<file path="config.mk">
export PLATFORM = sky130hd
export DESIGN_NAME = io_write_scoreboard
export DESIGN_NICKNAME = d
export VERILOG_FILES = /design/src/rtl/io_write_scoreboard.sv
export SDC_FILE = /design/constraint.sdc
export NUM_CORES = 1
export LEC_CHECK = 0
export BUFFER_PORTS_ARGS = -buffer_cell sky130_fd_sc_hd__buf_2
export CORE_AREA = 2 2 206 208
export CTS_BUF_LIST = sky130_fd_sc_hd__clkbuf_8
export CTS_CLUSTER_SIZE = 24
export DETAILED_ROUTE_END_ITERATION = 10
export DIE_AREA = 0 0 208 210
export GPL_ROUTABILITY_DRIVEN = 0
export MAX_ROUTING_LAYER = met4
export PLACE_DENSITY = 0.6
export REMOVE_ABC_BUFFERS = 1
export SLEW_MARGIN = 20
export SYNTH_ARGS = -nofsm -noshare
export SYNTH_HDL_FRONTEND = slang
export SYNTH_SLANG_ARGS = --single-unit
export TNS_END_PERCENT = 10
</file>
<file path="constraint.sdc">
create_clock -name clk -period 5.81 [get_ports clk]
set_clock_uncertainty 0.2 [all_clocks]
set_input_delay 1.162 -clock clk [delete_from_list [all_inputs] [get_ports clk]]
set_output_delay 1.162 -clock clk [all_outputs]
set_load 0.05 [all_outputs]
</file>
<file path="src/rtl/io_write_scoreboard.sv">
// Run-time checker for the MCU I/O port bus: compares snooped port writes against
// a queue of expected writes, detects the branch-to-self halt, and runs a watchdog.
module io_write_scoreboard #(
    parameter int          DATA_W   = 8,
    parameter int          ADDR_W   = 4,
    parameter int          DEPTH    = 16,
    parameter int          CNT_W    = 16,
    parameter int          ERR_W    = 8,
    parameter logic [7:0]  HALT_OP  = 8'h20,
    parameter logic [7:0]  HALT_ARG = 8'hFE
) (
    input  logic                      clk,
    input  logic                      reset,
    input  logic                      start,
    input  logic [CNT_W-1:0]          wdog_limit,
    input  logic                      exp_valid,
    output logic                      exp_ready,
    input  logic [ADDR_W-1:0]         exp_addr,
    input  logic [DATA_W-1:0]         exp_data,
    input  logic [ADDR_W-1:0]         io_addr,
    input  logic [DATA_W-1:0]         io_data,
    input  logic                      io_we,
    input  logic                      io_oe,
    input  logic [DATA_W-1:0]         ir,
    input  logic [DATA_W-1:0]         op_byte,
    output logic                      busy,
    output logic                      done,
    output logic                      pass,
    output logic                      timeout,
    output logic [ERR_W-1:0]          error_cnt,
    output logic [CNT_W-1:0]          write_cnt,
    output logic [CNT_W-1:0]          cycle_cnt,
    output logic [$clog2(DEPTH):0]    q_count,
    output logic [1:0]                err_code,
    output logic [ADDR_W-1:0]         err_addr,
    output logic [DATA_W-1:0]         err_data,
    output logic [DATA_W-1:0]         err_exp
);
    localparam int PTR_W = $clog2(DEPTH);
    localparam logic [PTR_W:0] FULL_CNT = (PTR_W+1)'(DEPTH);

    typedef enum logic [1:0] {
        ST_IDLE    = 2'd0,
        ST_RUN     = 2'd1,
        ST_HALTED  = 2'd2,
        ST_TIMEOUT = 2'd3
    } state_t;

    state_t              state_r, state_next_s;
    logic [ADDR_W-1:0]   q_addr_r [DEPTH];
    logic [DATA_W-1:0]   q_data_r [DEPTH];
    logic [PTR_W-1:0]    wr_ptr_r, rd_ptr_r, rd_ptr_inc_s;
    logic [PTR_W:0]      count_r, count_next_s, left_s;
    logic [CNT_W-1:0]    wdog_limit_r, cyc_inc_s;
    logic                exp_ready_r;
    logic                run_s, start_s, wr_evt_s, push_s, pop_s, halt_s, wdog_s;
    logic                mism_s, unexp_s, missing_s;
    logic [1:0]          err_inc_s;
    logic [ERR_W:0]      err_sum_s;
    logic [ERR_W-1:0]    err_cnt_next_s;

    // Event decode, queue bookkeeping and error accounting for this cycle
    always_comb begin
        run_s        = (state_r == ST_RUN);
        start_s      = start & ~run_s;
        wr_evt_s     = run_s & io_we & io_oe;
        push_s       = exp_valid & exp_ready_r;
        pop_s        = wr_evt_s & (count_r != '0);
        unexp_s      = wr_evt_s & (count_r == '0);
        mism_s       = pop_s & ((io_addr != q_addr_r[rd_ptr_r]) | (io_data != q_data_r[rd_ptr_r]));
        halt_s       = run_s & (ir == DATA_W'(HALT_OP)) & (op_byte == DATA_W'(HALT_ARG));
        rd_ptr_inc_s = rd_ptr_r + PTR_W'(1);
        left_s       = count_r - {{PTR_W{1'b0}}, pop_s};
        missing_s    = halt_s & (left_s != '0);
        cyc_inc_s    = cycle_cnt + CNT_W'(1);
        wdog_s       = run_s & ~halt_s & (wdog_limit_r != '0) & (cyc_inc_s == wdog_limit_r);
        count_next_s = count_r + {{PTR_W{1'b0}}, push_s} - {{PTR_W{1'b0}}, pop_s};
        err_inc_s    = {1'b0, mism_s | unexp_s} + {1'b0, missing_s};
        err_sum_s    = {1'b0, error_cnt} + {{(ERR_W-1){1'b0}}, err_inc_s};
        if (start_s) begin
            err_cnt_next_s = '0;
        end else if (err_sum_s[ERR_W]) begin
            err_cnt_next_s = '1;
        end else begin
            err_cnt_next_s = err_sum_s[ERR_W-1:0];
        end
    end

    // Next-state logic; a halt takes priority over a same-cycle watchdog expiry
    always_comb begin
        state_next_s = state_r;
        case (state_r)
            ST_RUN: begin
                if (halt_s) begin
                    state_next_s = ST_HALTED;
                end else if (wdog_s) begin
                    state_next_s = ST_TIMEOUT;
                end else begin
                    state_next_s = ST_RUN;
                end
            end
            ST_IDLE, ST_HALTED, ST_TIMEOUT: begin
                if (start) begin
                    state_next_s = ST_RUN;
                end else begin
                    state_next_s = state_r;
                end
            end
            default: state_next_s = ST_IDLE;
        endcase
    end

    // State register and registered status flags
    always_ff @(posedge clk or negedge reset) begin
        if (!reset) begin
            state_r <= ST_IDLE;
            busy    <= 1'b0;
            done    <= 1'b0;
            pass    <= 1'b0;
            timeout <= 1'b0;
        end else begin
            state_r <= state_next_s;
            busy    <= (state_next_s == ST_RUN);
            done    <= (state_next_s == ST_HALTED) | (state_next_s == ST_TIMEOUT);
            pass    <= (state_next_s == ST_HALTED) & (err_cnt_next_s == '0);
            timeout <= (state_next_s == ST_TIMEOUT);
        end
    end

    // Expected-write FIFO; pointers wrap naturally since DEPTH is a power of two
    always_ff @(posedge clk or negedge reset) begin
        if (!reset) begin
            for (int i = 0; i < DEPTH; i++) begin
                q_addr_r[i] <= '0;
                q_data_r[i] <= '0;
            end
            wr_ptr_r    <= '0;
            rd_ptr_r    <= '0;
            count_r     <= '0;
            exp_ready_r <= 1'b1;
        end else begin
            if (push_s) begin
                q_addr_r[wr_ptr_r] <= exp_addr;
                q_data_r[wr_ptr_r] <= exp_data;
                wr_ptr_r           <= wr_ptr_r + PTR_W'(1);
            end else begin
                wr_ptr_r <= wr_ptr_r;
            end
            if (pop_s) begin
                rd_ptr_r <= rd_ptr_inc_s;
            end else begin
                rd_ptr_r <= rd_ptr_r;
            end
            count_r     <= count_next_s;
            exp_ready_r <= (count_next_s != FULL_CNT);
        end
    end

    // Run counters, watchdog limit and first-error capture
    always_ff @(posedge clk or negedge reset) begin
        if (!reset) begin
            wdog_limit_r <= '0;
            cycle_cnt    <= '0;
            write_cnt    <= '0;
            error_cnt    <= '0;
            err_code     <= 2'd0;
            err_addr     <= '0;
            err_data     <= '0;
            err_exp      <= '0;
        end else if (start_s) begin
            wdog_limit_r <= wdog_limit;
            cycle_cnt    <= '0;
            write_cnt    <= '0;
            error_cnt    <= '0;
            err_code     <= 2'd0;
            err_addr     <= '0;
            err_data     <= '0;
            err_exp      <= '0;
        end else if (run_s) begin
            cycle_cnt <= cyc_inc_s;
            write_cnt <= wr_evt_s ? write_cnt + CNT_W'(1) : write_cnt;
            error_cnt <= err_cnt_next_s;
            // A bus error in the same cycle as a missing-write halt wins the capture
            if (err_code == 2'd0 && (mism_s || unexp_s)) begin
                err_code <= mism_s ? 2'd1 : 2'd2;
                err_addr <= io_addr;
                err_data <= io_data;
                err_exp  <= mism_s ? q_data_r[rd_ptr_r] : '0;
            end else if (err_code == 2'd0 && missing_s) begin
                err_code <= 2'd3;
                err_addr <= pop_s ? q_addr_r[rd_ptr_inc_s] : q_addr_r[rd_ptr_r];
                err_data <= '0;
                err_exp  <= pop_s ? q_data_r[rd_ptr_inc_s] : q_data_r[rd_ptr_r];
            end else begin
                err_code <= err_code;
            end
        end else begin
            cycle_cnt <= cycle_cnt;
        end
    end

    assign exp_ready = exp_ready_r;
    assign q_count   = count_r;

endmodule

</file>
# Word level (Yosys, flattened, before mapping)
# Index checks and enable logic that the tools add are counted.
# Widths: inputs -> output; s select.
# word_totals
word_cells,164
out_inout_bits,72
regBits,290
input_bits,62
# classes
n_bitwise,22
n_reduce_logical,17
n_lt_le_gt_ge,4
muxes,51
addsub,9
n_eq_ne,12
# op_table
op,count
$mux 8,19
$bwmux 128,1
$mux 16,5
$bmux 8 s4,2
$bwmux 64,1
$mux 4,10
$add 16x1->16 const B,2
$bmux 4 s4,2
$demux 8 s4,1
$demux 4 s4,1
$eq 16x16->1,1
$mux 2,8
$reduce_bool 16->1,1
$ge 5x5->1 const B,3
$not 4->5,3
$and 1x1->1,14
$reduce_bool 5->1,2
$sub 5x1->5,2
$add 8x2->9,1
$add 4x1->4 const B,2
$eq 2x2->1 const B,4
$eq 8x6->1 const B,1
$eq 8x8->1 const B,1
$logic_not 8->1,1
other kinds (18),27

# Longest topological paths before layout
# depth
word_depth,14
mapped_depth,21
mapped_depth_nobuf,20

# Worst setup path before layout
# No wires, ideal clock.
# synth_path
path_type,register to register
from,"reg count_r[2], in the netlist q_count[2]"
to,reg pass
path_stages_with_launch,21
path_buffers,1
period_less_slack_ns,4.649
setup_ns,0.077
t_required_ns,5.533
arrival_time_ns,4.372
setup_slack_ns,1.161
path_cell_list,dfrtp_1 > inv_1 > ha_1 > inv_1 > or4_1 > clkbuf_1 > nand2_1 > clkinv_1 > ha_1 > o21ai_0 > xor2_1 > a41oi_1 > fa_1 > ha_1 > nand4_1 > mux2i_1 > nand3_1 > o31ai_1 > nand3_1 > a31o_2 > a21oi_1
# synth_via
elab_chain_len,11
word_cells_on_any_way,15
cone_classes,3 x add/sub; 2 x mux; 6 x bitwise; 4 x reduce/logical
# synth_rtl
element,line_no,rtl
"start, declared",53,"logic [PTR_W:0] count_r, count_next_s, left_s;"
"start signal, assigned",154,count_r <= count_next_s;
$reduce_bool 5->1,68,pop_s = wr_evt_s & (count_r != '0);
$and 1x1->1,68,
$sub 5x1->5,73,"left_s = count_r - {{PTR_W{1'b0}}, pop_s};"
$reduce_bool 5->1,74,missing_s = halt_s & (left_s != '0);
$and 1x1->1,74,
$add 1x1->2 (*),78,"err_inc_s = {1'b0, mism_s | unexp_s} + {1'b0, missing_s};"
$add 8x2->9 (*),79,"err_sum_s = {1'b0, error_cnt} + {{(ERR_W-1){1'b0}}, err_inc_s};"
$mux 8 (*),82,end else if (err_sum_s[ERR_W]) begin
$mux 8 (*),80,if (start_s) begin
$logic_not 8->1 (*),125,pass <= (state_next_s == ST_HALTED) & (err_cnt_next_s == '0);
$and 1x1->1 (*),125,
"end signal, assigned",125,
"end, declared",28,"output logic pass,"
# Every way passes the cells marked *; elsewhere a longest branch is shown, timed or not.
# A chain may end at the register's enable or synchronous reset.

# Worst setup path in the final report
# layout_path
from,reg rd_ptr_r[0]
to,reg pass
# layout_via
elab_chain_len,14
word_cells_on_any_way,18
cone_classes,2 x add/sub; 2 x eq/ne; 8 x mux; 5 x bitwise; 1 x reduce/logical
# layout_rtl
element,line_no,rtl
"start, declared",52,"logic [PTR_W-1:0] wr_ptr_r, rd_ptr_r, rd_ptr_inc_s;"
"start signal, assigned",150,rd_ptr_r <= rd_ptr_inc_s;
"start signal, assigned",152,rd_ptr_r <= rd_ptr_r;
$not 4->5 (implied by the code) (*),70,mism_s = pop_s & ((io_addr != q_addr_r[rd_ptr_r]) | (io_data != q_data_r[rd_ptr_r]));
$bmux 8 s4 / $bmux 4 s4 (equally long branches),70,
$mux 8 (implied by the code) / $mux 4 (equally long branches) (2 in a row),70,
$ne 8x8->1 / $ne 4x4->1 (equally long branches),70,
$or 1x1->1 (*),70,
$and 1x1->1 (*),70,
$or 1x1->1 (*),78,
$add 1x1->2 (*),78,
$add 8x2->9 (*),79,
$mux 8 (*),82,
$mux 8 (*),80,
$logic_not 8->1 (*),125,
$and 1x1->1 (*),125,
# Every way passes the cells marked *; elsewhere a longest branch is shown, timed or not. The select of a mux whose other input is x is not followed.

==> impl_results.md <==
- Status: completed
- Reg-to-Reg Start: rd_ptr_r[0]$_DFFE_PN0N_
- Clk slew on worst S/H paths: 0.06 ns
- Max cap viols: 0
- Slowest stage delay, CP: 0.85 ns
- Total gr overflow: 0
- Skew-Pair Late Insertion Delay: 0.62 ns
- Number of routed nets with antenna violations: 0
- Vias in the first global route: 11900
- Die Area: 43700 um2
- Initial drt markers: 1088
- Clock sinks: 290
- Min cycle time layout: 5.35 ns
- R2r setup slk: 0.46 ns
- Worst endpoint required time: 6.14 ns
- CP max-delay cell: dfrtp_4
- Antenna violations before repair: 1
- Peak supply drop: 0.000298 V
- Starting Density: 39.6%
- Num ports: 134
- Inst Count DP: 1991
- GR Util All Layers: 22.3%
- DR vias/cell: 5.76
- # DRC: 0
- Largest net degree at the start of global routing: 158
- Total Routed Length: 47100 um
- RSZ-0062 raised after global routing: no
- Layout cell share with drive strength beyond 1: 34.5%
- TritonRoute pass-1 iters: 5
- Crit Path Max Fanout: 59
- P_leak: 8.23 nW
- Primary FF master, synth: dfrtp_1
- Detail Placement HPWL: 31900 um
- Worst endpoint data arrival time: 5.68 ns
- Post-Syn Area: 16400 um2
- Core area: 41500 um2
- Avg WL per Cell: 22.6 um
- Max Slew Vio Count: 0
- Unique masters post-synth: 79
- Fmax: 0.187 GHz
- Syn. warnings: 0
- Pre-CTS setup slack: 0.601 ns
- Final Instance Count excl. Fillers: 2083
- Fin crit share: 92.0%
- Synth async-reset ratio: 100%
- H-tree Lvls: 2
- DR vias: 12000
- NumNets Final: 1587
- Critical path, cell by cell: buf_12 > mux2i_1 > o22ai_1 > a2111oi_0 > o211ai_1 > a22oi_1 > and2_1 > a31oi_1 > fa_1 > ha_1 > nand4_1 > nor2_1 > nor4_1 > nand3_1 > a31o_2 > a21oi_1
- CTS root buf: clkbuf_8
- Fin worst setup slack: 0.464 ns
- I/O Buffers: 133
- Hold buffer count at CTS: 0
- Post-CTS Setup Inserts: 0
- Cell Pwr Density: 621 nW/um2
- Post-synth EDFFs: 0
- FP Rows: 75
- # setup viols final: 0
- Die Wd: 208 um
- Clk buf depth: 3
- Slew headroom: 29.0%
- Global-route wire length before repair: 72700 um
- Synthesized flop and latch total: 290
- Mapped Cells: 1395
- Seq/Total Area, Yosys: 44.2%
- Layout area overhead: 12.5%
- Worst Setup SP: rd_ptr_r[0]$_DFFE_PN0N_
- Synthesized area per cell: 11.8 um2
- CP Class: reg -> reg
- Critical Path End Type: flop
- Nature of the critical path startpoint: flop
- CTS tree: built
- Fillers: 3898
- Endpoints failing hold: 0
- Cts repair resizes: 0
- DIE HEIGHT: 210 um
- Hold Path Class: in -> async
- Cts bufs inserted: 52
- Slew @ Worst Pin: 1.06 ns
==> cells by family (layout without fill, tap and decap cells) <==
| logic type | after synthesis | in the layout | synth area share (%) |
|---|---|---|---|
| flops | 290 | 290 | 44.2 |
| buf+inv | 128 | 276 | 3.75 |
| fa+ha+maj | 19 | 19 | 1.54 |
| simple gates | 348 | 348 | 10.0 |
| mux | 364 | 364 | 29.7 |
| xor+xnor | 53 | 53 | 2.82 |
| other cells | 0 | 1 | 0 |
| compound gates | 193 | 193 | 8.01 |
==> power by group <==
group          switching (mW)  total, mW  leakage (nW)  internal [mW]
Sequential              0.863       3.76          3.62           2.89
Combinational            3.06       5.89          4.02           2.83
Clock                   0.868       1.84         0.593          0.971
Total                    4.79       11.5          8.23           6.70
==> per-layer routing <==
| layer | wire length, um | vias to the layer above | track usage, % |
|---|---|---|---|
| met3 | 3020 | 94 | 4.05 |
| met2 | 21100 | 423 | 32.9 |
| met4 | 1550 | 0 | 8.49 |
| li1 | - | 5401 | - |
| met1 | 21400 | 6077 | 30.7 |
| met5 | 0 | - | - |
==> path summary, 6_finish.rpt <==
check	to	cells past startpoint
setup / recovery	pass$_DFF_PN0_	16
setup reg to reg	pass$_DFF_PN0_	16
min in group clk	err_exp[7]$_DFFE_PN0P_	1
hold reg to reg	err_exp[7]$_DFFE_PN0P_	1
max in group asynchronous	q_addr_r[61]$_DFFE_PN0P_	2
hold / removal	q_data_r[33]$_DFFE_PN0P_	1
==> Yosys cell counts (all sizes together) (21+ instances only) <==
library cell / number / area, um2
inv: 30 / 113
mux2: 219 / 2470
dfrtp: 289 / 7230
nor2: 65 / 244
a21oi: 29 / 145
buf: 37 / 275
xor2: 21 / 184
xnor2: 32 / 280
clkbuf: 60 / 225
o21ai: 43 / 215
mux4: 76 / 1710
nor3: 26 / 130
nand2: 132 / 498
nand3: 39 / 195
mux2i: 69 / 694
o22ai: 31 / 194
==> cells in the final DEF, fill, tap and decap left out, types with 3 or more instances in the layout <==
master and instances:
a211oi_1 10, a21oi_1 29, a221oi_1 3, a22o_1 7, a31o_2 3, a31oi_1 6
a32oi_1 8, and2_1 7, and3_1 11, and4_1 3, buf_2 132, buf_4 19
clkbuf_8 63, dfrtp_1 287, ha_1 16, inv_1 53, mux2_1 7, mux2_2 211
mux2i_1 68, mux4_2 76, nand2_1 131, nand2b_1 9, nand3_1 39, nand4_1 14
nor2_1 64, nor2b_1 4, nor3_1 26, nor3b_1 6, nor4_1 6, o211ai_1 8
o21ai_0 40, o21ai_1 3, o22ai_1 31, o31ai_1 11, o32ai_1 4, or2_1 4
or3_1 9, xnor2_1 30, xor2_1 21
==> flip-flops by register name (all words and copies together), names as in the netlist, 2 cells and up <==
register      flops
q_data_r        128
q_addr_r         64
cycle_cnt        16
wdog_limit_r     16
write_cnt        16
err_data          8
err_exp           8
error_cnt         8
q_count           5
err_addr          4
rd_ptr_r          4
wr_ptr_r          4
err_code          2
state_r           2
==> cell type report <==
type / instances / area [um2] / share of cell area [%]
clock buffer: 63 / 867 / 4.69
timing repair buffer: 154 / 858 / 4.64
inverter: 31 / 116 / 0.629
multi-input combinational: 977 / 8590 / 46.5
clock inverter: 28 / 116 / 0.629
antenna: 1 / 2.50 / 0.0135
tap: 539 / 674 / 3.65
sequential: 290 / 7260 / 39.3
==> critical path: cells and delay by family, from the launching register on <==
kind            cells  cell delay, ns
compound gates      7            1.69
fa+ha+maj           2            0.73
flops               1            0.85
simple gates        5            1.08
mux                 1            0.26
buf+inv             1            0.39
==> metrics by stage <==
step / setup TNS (ns) / util, % / hold WS [ns] / cell area [um2] / total power [mW]
6_report: 0 / 44.6 / 0.289 / 18500 / 11.5
5_1_grt: 0 / 44.6 / 0.312 / 18500 / 12.2
3_3_place_gp: 0 / 42.2 / 0.270 / 17500 / 9.55
4_1_cts: 0 / 44.6 / 0.279 / 18500 / 11.5
3_5_place_dp: 0 / 42.2 / 0.279 / 17500 / 9.65
2_1_floorplan: -23.21 / - / 0.264 / 15900 / 8.10
Note: power is estimated with default switching activity, not from simulation.
